<file path="src/rtl/pdh_pid.sv">
// Three-stage PID loop filter for a Pound-Drever-Hall lock.
// Signed error in, offset-binary DAC code out, with integrator and output clamping.
module pdh_pid #(
  parameter int DATA_WIDTH     = 16,
  parameter int DAC_DATA_WIDTH = 14,
  parameter int GAIN_WIDTH     = 16,
  parameter int GAIN_SHIFT     = 10,
  parameter int ACC_WIDTH      = 40
) (
  input  logic                              clk,
  input  logic                              rst,
  input  logic signed [DATA_WIDTH-1:0]      err_i,
  input  logic                              err_valid_i,
  input  logic signed [DATA_WIDTH-1:0]      setpoint_i,
  input  logic signed [GAIN_WIDTH-1:0]      kp_i,
  input  logic signed [GAIN_WIDTH-1:0]      ki_i,
  input  logic signed [GAIN_WIDTH-1:0]      kd_i,
  input  logic                              enable_i,
  output logic        [DAC_DATA_WIDTH-1:0]  dac_code_o,
  output logic                              dac_valid_o,
  output logic                              sat_o,
  output logic        [1:0]                 state_o
);

  localparam int E_W   = DATA_WIDTH + 1;
  localparam int DE_W  = DATA_WIDTH + 2;
  localparam int P_W   = GAIN_WIDTH + E_W;
  localparam int D_W   = GAIN_WIDTH + DE_W;
  localparam int SUM_W = ((ACC_WIDTH > D_W) ? ACC_WIDTH : D_W) + 2;
  localparam int ACC_N = ACC_WIDTH + 1;

  localparam logic signed [ACC_N-1:0] ACC_MAX = {2'b00, {(ACC_WIDTH-1){1'b1}}};
  localparam logic signed [ACC_N-1:0] ACC_MIN = -ACC_MAX;
  localparam logic signed [SUM_W-1:0] DAC_MAX = SUM_W'((2 ** (DAC_DATA_WIDTH-1)) - 1);
  localparam logic signed [SUM_W-1:0] DAC_MIN = ~DAC_MAX;
  localparam logic [DAC_DATA_WIDTH-1:0] DAC_MID = {1'b1, {(DAC_DATA_WIDTH-1){1'b0}}};

  typedef enum logic [1:0] {
    OFF   = 2'd0,
    PRIME = 2'd1,
    RUN   = 2'd2
  } state_t;

  function automatic logic signed [ACC_WIDTH-1:0] sat_acc(input logic signed [ACC_N-1:0] x);
    if (x > ACC_MAX)      return ACC_WIDTH'(ACC_MAX);
    else if (x < ACC_MIN) return ACC_WIDTH'(ACC_MIN);
    else                  return ACC_WIDTH'(x);
  endfunction

  // Returns {clamp_hit, offset_binary_code}; offset binary is two's complement with MSB inverted.
  function automatic logic [DAC_DATA_WIDTH:0] sat_dac(input logic signed [SUM_W-1:0] s);
    logic [DAC_DATA_WIDTH-1:0] c;
    logic                      hit;
    hit = 1'b1;
    if (s > DAC_MAX)      c = DAC_DATA_WIDTH'(DAC_MAX);
    else if (s < DAC_MIN) c = DAC_DATA_WIDTH'(DAC_MIN);
    else begin
      c   = DAC_DATA_WIDTH'(s);
      hit = 1'b0;
    end
    return {hit, ~c[DAC_DATA_WIDTH-1], c[DAC_DATA_WIDTH-2:0]};
  endfunction

  state_t state, state_n;
  logic   accept;
  logic   flush;

  always_comb begin
    state_n = state;
    accept  = 1'b0;
    flush   = !enable_i;
    case (state)
      OFF:   if (enable_i) state_n = PRIME;
      PRIME: begin
        accept = err_valid_i && enable_i;
        if (accept) state_n = RUN;
      end
      RUN:     accept = err_valid_i && enable_i;
      default: state_n = OFF;
    endcase
    if (!enable_i) state_n = OFF;
  end

  always_ff @(posedge clk) begin
    if (rst) state <= OFF;
    else     state <= state_n;
  end

  assign state_o = state;

  // Stage 1: error and first difference
  logic signed [E_W-1:0]  e_c, e_prev, e_p0;
  logic signed [DE_W-1:0] de_c, de_p0;
  logic                   vld_p0;

  always_comb begin
    e_c  = E_W'(setpoint_i) - E_W'(err_i);
    de_c = DE_W'(e_c) - DE_W'(e_prev);
  end

  always_ff @(posedge clk) begin
    if (rst || flush) begin
      vld_p0 <= 1'b0;
      e_prev <= '0;
    end else begin
      vld_p0 <= accept;
      if (accept) e_prev <= e_c;
    end
  end

  always_ff @(posedge clk) begin
    if (accept) begin
      e_p0  <= e_c;
      de_p0 <= (state == PRIME) ? '0 : de_c;
    end
  end

  // Stage 2: products and integrator; gains are taken live here
  logic signed [P_W-1:0]       kie_c;
  logic signed [ACC_N-1:0]     acc_sum_c;
  logic signed [ACC_WIDTH-1:0] acc;
  logic signed [P_W-1:0]       p_p1;
  logic signed [D_W-1:0]       d_p1;
  logic                        vld_p1;

  always_comb begin
    kie_c     = P_W'(ki_i) * P_W'(e_p0);
    acc_sum_c = ACC_N'(acc) + ACC_N'(kie_c);
  end

  always_ff @(posedge clk) begin
    if (rst || flush) begin
      vld_p1 <= 1'b0;
      acc    <= '0;
    end else begin
      vld_p1 <= vld_p0;
      if (vld_p0) acc <= sat_acc(acc_sum_c);
    end
  end

  always_ff @(posedge clk) begin
    if (vld_p0) begin
      p_p1 <= P_W'(kp_i) * P_W'(e_p0);
      d_p1 <= D_W'(kd_i) * D_W'(de_p0);
    end
  end

  // Stage 3: sum, scale, clamp; acc already holds this sample's integral term
  logic signed [SUM_W-1:0]    sum_c, shr_c;
  logic [DAC_DATA_WIDTH-1:0]  code_c;
  logic                       sat_c;
  logic [DAC_DATA_WIDTH-1:0]  dac_code_p2;
  logic                       sat_p2;
  logic                       vld_p2;

  always_comb begin
    sum_c           = SUM_W'(p_p1) + SUM_W'(d_p1) + SUM_W'(acc);
    shr_c           = sum_c >>> GAIN_SHIFT;
    {sat_c, code_c} = sat_dac(shr_c);
  end

  always_ff @(posedge clk) begin
    if (rst) begin
      vld_p2      <= 1'b0;
      dac_code_p2 <= DAC_MID;
      sat_p2      <= 1'b0;
    end else if (flush) begin
      vld_p2      <= 1'b0;
      dac_code_p2 <= DAC_MID;
    end else begin
      vld_p2 <= vld_p1;
      if (vld_p1) begin
        dac_code_p2 <= code_c;
        sat_p2      <= sat_c;
      end
    end
  end

  assign dac_code_o  = dac_code_p2;
  assign dac_valid_o = vld_p2;
  assign sat_o       = sat_p2;

endmodule

</file>
<file path="config.mk">
export PLATFORM = sky130hd
export DESIGN_NAME = pdh_pid
export DESIGN_NICKNAME = d
export VERILOG_FILES = /design/src/rtl/pdh_pid.sv
export SDC_FILE = /design/constraint.sdc
export NUM_CORES = 2
export LEC_CHECK = 0
export ABC_AREA = 1
export CAP_MARGIN = 0
export CORE_UTILIZATION = 57
export DETAILED_ROUTE_END_ITERATION = 6
export GPL_TIMING_DRIVEN = 0
export PLACE_DENSITY_LB_ADDON = 0.2
export SLEW_MARGIN = 20
export SYNTH_ARGS = -nofsm -noshare
export SYNTH_HDL_FRONTEND = slang
export SYNTH_SLANG_ARGS = --single-unit
</file>
<file path="constraint.sdc">
create_clock -name clk -period 7.75 [get_ports clk]
set_clock_uncertainty 0.15 [all_clocks]
set_input_delay 1.55 -clock clk [delete_from_list [all_inputs] [get_ports clk]]
set_output_delay 1.55 -clock clk [all_outputs]
set_load 0.05 [all_outputs]
</file>
Word-level counts from Yosys, hierarchy flattened

Cells that the tools add are included.

Register bits after elaboration: 179
Output and inout port bits: 18
Input port bits: 84
Word-level logic and storage cells: 47

Bitwise operators: 3
Muxes and demuxes: 9
Reductions and logical operators: 8
$add $sub $neg: 5
Multipliers: 3
Eq/ne operators: 3
Magnitude comparators: 4

Operator list:

| cell                 | count |
|---|---|
| $mux 40              | 2 |
| $mul 16x17->33       | 2 |
| $add 35x40->41       | 1 |
| $add 40x33->41       | 1 |
| $gt 41x40->1 const B | 1 |
| $lt 41x40->1 const B | 1 |
| $add 33x34->35       | 1 |
| $mul 16x18->34       | 1 |
| $gt 31x14->1 const B | 1 |
| $lt 31x14->1 const B | 1 |
| $mux 14              | 2 |
| $sub 17x17->18       | 1 |
| $sub 16x16->17       | 1 |
| $pmux 2 s3           | 1 |
| $reduce_and 2->1     | 2 |
| $reduce_or 2->1      | 2 |
| $mux 1               | 3 |
| $not 1->1            | 3 |
| $eq 2x1->1 const B   | 1 |
| $eq 2x2->1 const B   | 1 |
| $logic_not 2->1      | 1 |
| $mux 2               | 1 |
| $ne 2x2->1 const B   | 1 |
| $logic_and 1x1->1    | 1 |
| 2 further kinds      | 2 |

Logic depth before layout (Yosys ltp)

Depth after elaboration: 6
Depth in mapped cells: 39
Depth with buffers taken out: 37

Least setup slack after synthesis

Ideal clock, no wire load.

Path kind: input to register
Start: input ki_i[5]
End: register acc[1]
Data arrival time: 7.635 ns
Data required time: 7.478 ns
Path buffers: 4
Slack: -0.157 ns
Cell stages on the path: 28
Cell sequence: clkbuf_1 > clkbuf_1 > nand2_1 > fa_1 > inv_1 > fa_1 > inv_1 > fa_1 > fa_1 > inv_1 > fa_1 > inv_1 > fa_1 > inv_1 > ha_1 > inv_1 > o21ai_0 > nor2_1 > nand2_1 > a21oi_1 > nand3_1 > nand4_1 > nand2_1 > xnor2_1 > a21oi_2 > buf_2 > buf_4 > a21oi_2

Word-level cells in the longest chain between the ends: 5
Elaborated cells between the ends (all ways): 6

RTL lines:

| item                 | RTL line | RTL |
|---|---|---|
| start, declared      | 16       | `input logic signed [GAIN_WIDTH-1:0] ki_i,` |
| $mul 16x17->33 *     | 127      | `kie_c = P_W'(ki_i) * P_W'(e_p0);` |
| $add 40x33->41 *     | 128      | `acc_sum_c = ACC_N'(acc) + ACC_N'(kie_c);` |
| $lt 41x40->1         | 46       | `else if (x < ACC_MIN) return ACC_WIDTH'(ACC_MIN);` |
| $mux 40              | 46       |  |
| $mux 40 *            | 45       | `if (x > ACC_MAX) return ACC_WIDTH'(ACC_MAX);` |
| end signal, assigned | 137      | `if (vld_p0) acc <= sat_acc(acc_sum_c);` |
| end, declared        | 121      | `logic signed [ACC_WIDTH-1:0] acc;` |

Every way passes the cells marked *; elsewhere a longest branch is shown, timed or not.
A chain may end at the register's enable or synchronous reset.

Worst setup path in the final report

Start: input kp_i[15]
End: register p_p1[31], data pin

Word-level cells in the longest chain between the ends: 1

RTL lines:

| item                 | RTL line | RTL |
|---|---|---|
| start, declared      | 15       | `input logic signed [GAIN_WIDTH-1:0] kp_i,` |
| $mul 16x17->33       | 143      | `p_p1 <= P_W'(kp_i) * P_W'(e_p0);` |
| end signal, assigned | 143      |  |
| end, declared        | 122      | `logic signed [P_W-1:0] p_p1;` |

No other way between the ends.

==> impl_metrics.tcl <==
set metrics [dict create \
    totalWireLength_um 140900 \
    synth-edff-count 102 \
    layout_setup_ws_ns 0.1846 \
    antenna_found_initial 5 \
    endpoint_kind "register" \
    fillers 7212 \
    cap_violations 0 \
    setup_viol 0 \
    syn-num-nets 7308 \
    path_clk_slew_ns 0.07 \
    io_pins 102 \
    cts_tree "built" \
    reg2reg_depth 31 \
    firstDrtPassIters 7 \
    post-route-min-period_ns 7.565 \
    max_slew_margin_pct 20.83 \
    yosys-top-cells-count "inv_1 (1685), nand2_1 (1432), fa_1 (952), ha_1 (364), a21oi_1 (252)" \
    clock_path_buffers 2 \
    hold_violations 0 \
    numCtsBuffers 17 \
    critPathArrivalTime_ns 7.62 \
    coreArea_um2 80810 \
    seq_area_um2 4608 \
    die-area_um2 83190 \
    cp_max_fo 9 \
    violations "design-rule violations" \
    final_max_slew_viol_count 0 \
    drcViolationCount 5 \
    fp.dieW_um 288.4 \
    cp-start-kind "input port" \
    status "finished, violations left" \
    hp-class "register to register" \
    port_buffers 56 \
    htree_levels 4 \
    cts_sinks 179 \
    worst-slew-pin-transition_ns 1.183 \
    first_iter_violations 3618 \
    final_cell_area_um2 50690 \
    grt_max_degree 60 \
    drive_gt1_share_pct 6.489 \
    vias 37900 \
    place_ws_ns -1.518 \
    multiInputGateArea_um2 35870 \
    cts-root-buf "clkbuf_16" \
    max_freq_ghz 0.1322 \
    gr-usage-all-layers_pct 35.13 \
    ys.flop_type "edfxtp_1" \
    syn_area_per_cell_um2 7.915 \
    gp_congestion 0.9976 \
    avgViaCountPerCell 5.348 \
    die_y_um 288.4 \
    ys_ff_latch 179 \
    postCtsHoldBufs 0 \
    clock_latency_ns 0.47 \
    ff2ff_setup_slack_ns 0.28 \
    grt_pass1_wl_um 218800 \
    yosysWarnings 0 \
    path_class "input port to register" \
    grt_pass1_vias 37740 \
    placedInstanceArea_um2 48710 \
    yosysTopAreaCell "fa_1" \
    async_flop_share_pct 0 \
    ant_nets 0 \
    synth_seq_area_share_pct 9.846 \
    areaGrowthSynthToFinish_pct 8.404 \
    netlist_instances 5908 \
    fin_nets 7413 \
    post_drt_wl_per_cell_um 19.88 \
    ys_types 47 \
    syn_area_um2 46760 \
    yosysMostFrequentCell "inv_1" \
    hpwl_um 120300 \
    holdPathStages 2 \
    fin_util_pct 62.73 \
    initial_core_util_pct 57.87 \
    grt-ovfl-total 0 \
    placement_rows 104 \
    fin_crit_sh_pct 97.62 \
    required_ns 7.80 \
    synth_top_area_share_pct 40.75 \
    netlist_top_cells_area "fa_1 (41%), inv_1 (14%), nand2_1 (11%)" \
]
registers in the layout, summed over array words and instances, names as in the netlist:
| name | flops |
|---|---|
| vld_p1 | 1 |
| state_o | 2 |
| e_prev | 17 |
| p_p1 | 33 |
| d_p1 | 34 |
| vld_p0 | 1 |
| dac_valid_o | 1 |
| e_p0 | 17 |
| acc | 40 |
| dac_code_o | 14 |
| sat_o | 1 |
| de_p0 | 18 |
cell type report:
| cell class | count | share of cell area [%] |
|---|---|---|
| Tap cell | 1060 | 2.616 |
| Timing Repair inverter | 1 | 0.01481 |
| Antenna cell | 1 | 0.004936 |
| Inverter | 1690 | 12.55 |
| Buffer | 188 | 2.071 |
| Sequential cell | 179 | 9.090 |
| Timing Repair Buffer | 86 | 1.713 |
| Multi-Input combinational cell | 3850 | 70.76 |
| Clock buffer | 18 | 0.8663 |
| Clock inverter | 14 | 0.3110 |
cell usage in the layout, fill, tap and decap left out, types with 10 or more instances in the layout:
master,synthesis,layout
buf_4,2,32
nand3b_1,11,11
buf_2,3,10
o21ai_0,154,146
edfxtp_1,102,102
clkbuf_1,175,81
nor2_1,237,215
nand4_1,32,32
nand3_1,109,103
o21ai_1,3,10
xnor2_1,53,50
clkbuf_2,0,63
dfxtp_1,77,76
or2_2,35,35
fa_1,952,940
a21oi_2,16,24
inv_1,1685,1679
nor3_1,22,22
buf_6,3,14
o21bai_1,16,16
ha_1,364,333
nor2_2,6,19
clkbuf_16,0,18
nand2_2,19,50
a21o_1,13,13
fa_2,0,12
a21oi_1,252,241
nand2_1,1432,1398
xor2_1,66,59
ha_4,0,26
clkdlybuf4s50_1,0,55
through the flow:
| stage | cells | setup TNS [ns] | hold WS, ns |
|---|---|---|---|
| floorplan | 5908 | 0 | 0.2853 |
| global placement | 7024 | -68.24 | 0.3292 |
| detailed placement | 7026 | -70.96 | 0.3242 |
| CTS | 7059 | 0 | 0.3498 |
| global route | 7087 | -0.2566 | 0.3874 |
| finish | 7087 | 0 | 0.3592 |
cells by family after synthesis:
group,Yosys count,share of synthesized area (%)
simple gates,1920,16.47
compound gates,494,5.777
fa+ha+maj,1316,50.49
xor+xnor,120,2.264
buf+inv,1879,15.15
flops,179,9.846
path summary, 6_finish.rpt:
| path | from | to |
|---|---|---|
| max | kp_i[15] | p_p1[31]$_DFFE_PP_ |
| min | e_prev[2]$_SDFFE_PP0P_ | e_prev[2]$_SDFFE_PP0P_ |
| max reg2reg | e_p0[1]$_DFFE_PP_ | acc[5]$_SDFFE_PP0P_ |
| min reg2reg | e_prev[2]$_SDFFE_PP0P_ | e_prev[2]$_SDFFE_PP0P_ |
routing by layer:
layer  vias up  global-route usage, %  part of all wire [%]
met5         -                      0                0.0078
met4         2                  10.45                   3.2
met3       228                  6.430                    10
met2      1744                  52.16                    44
met1     18550                  52.40                    43
li1      17380                      -                     -
critical path: stages:
cell	delay [ns]
clkdlybuf4s50_1	0.59
clkinvlp_4	0.23
buf_4	0.23
or2_2	0.30
fa_1	0.56
fa_1	0.44
fa_1	0.50
fa_1	0.55
fa_1	0.44
fa_1	0.51
inv_1	0.06
ha_1	0.45
nand2_1	0.15
nor4_1	0.34
nand4_1	0.16
nand2_1	0.12
xor2_2	0.42
what timing repair did:
action	4_1_cts	5_1_grt
gates resized for setup	119	313
gates cloned	0	2
pin swaps	3	30
setup endpoints to repair	56	56
buffers inserted	2	25
Power is not shown: default switching activity piles up to over one toggle a cycle in this logic, so the estimate is an artifact.
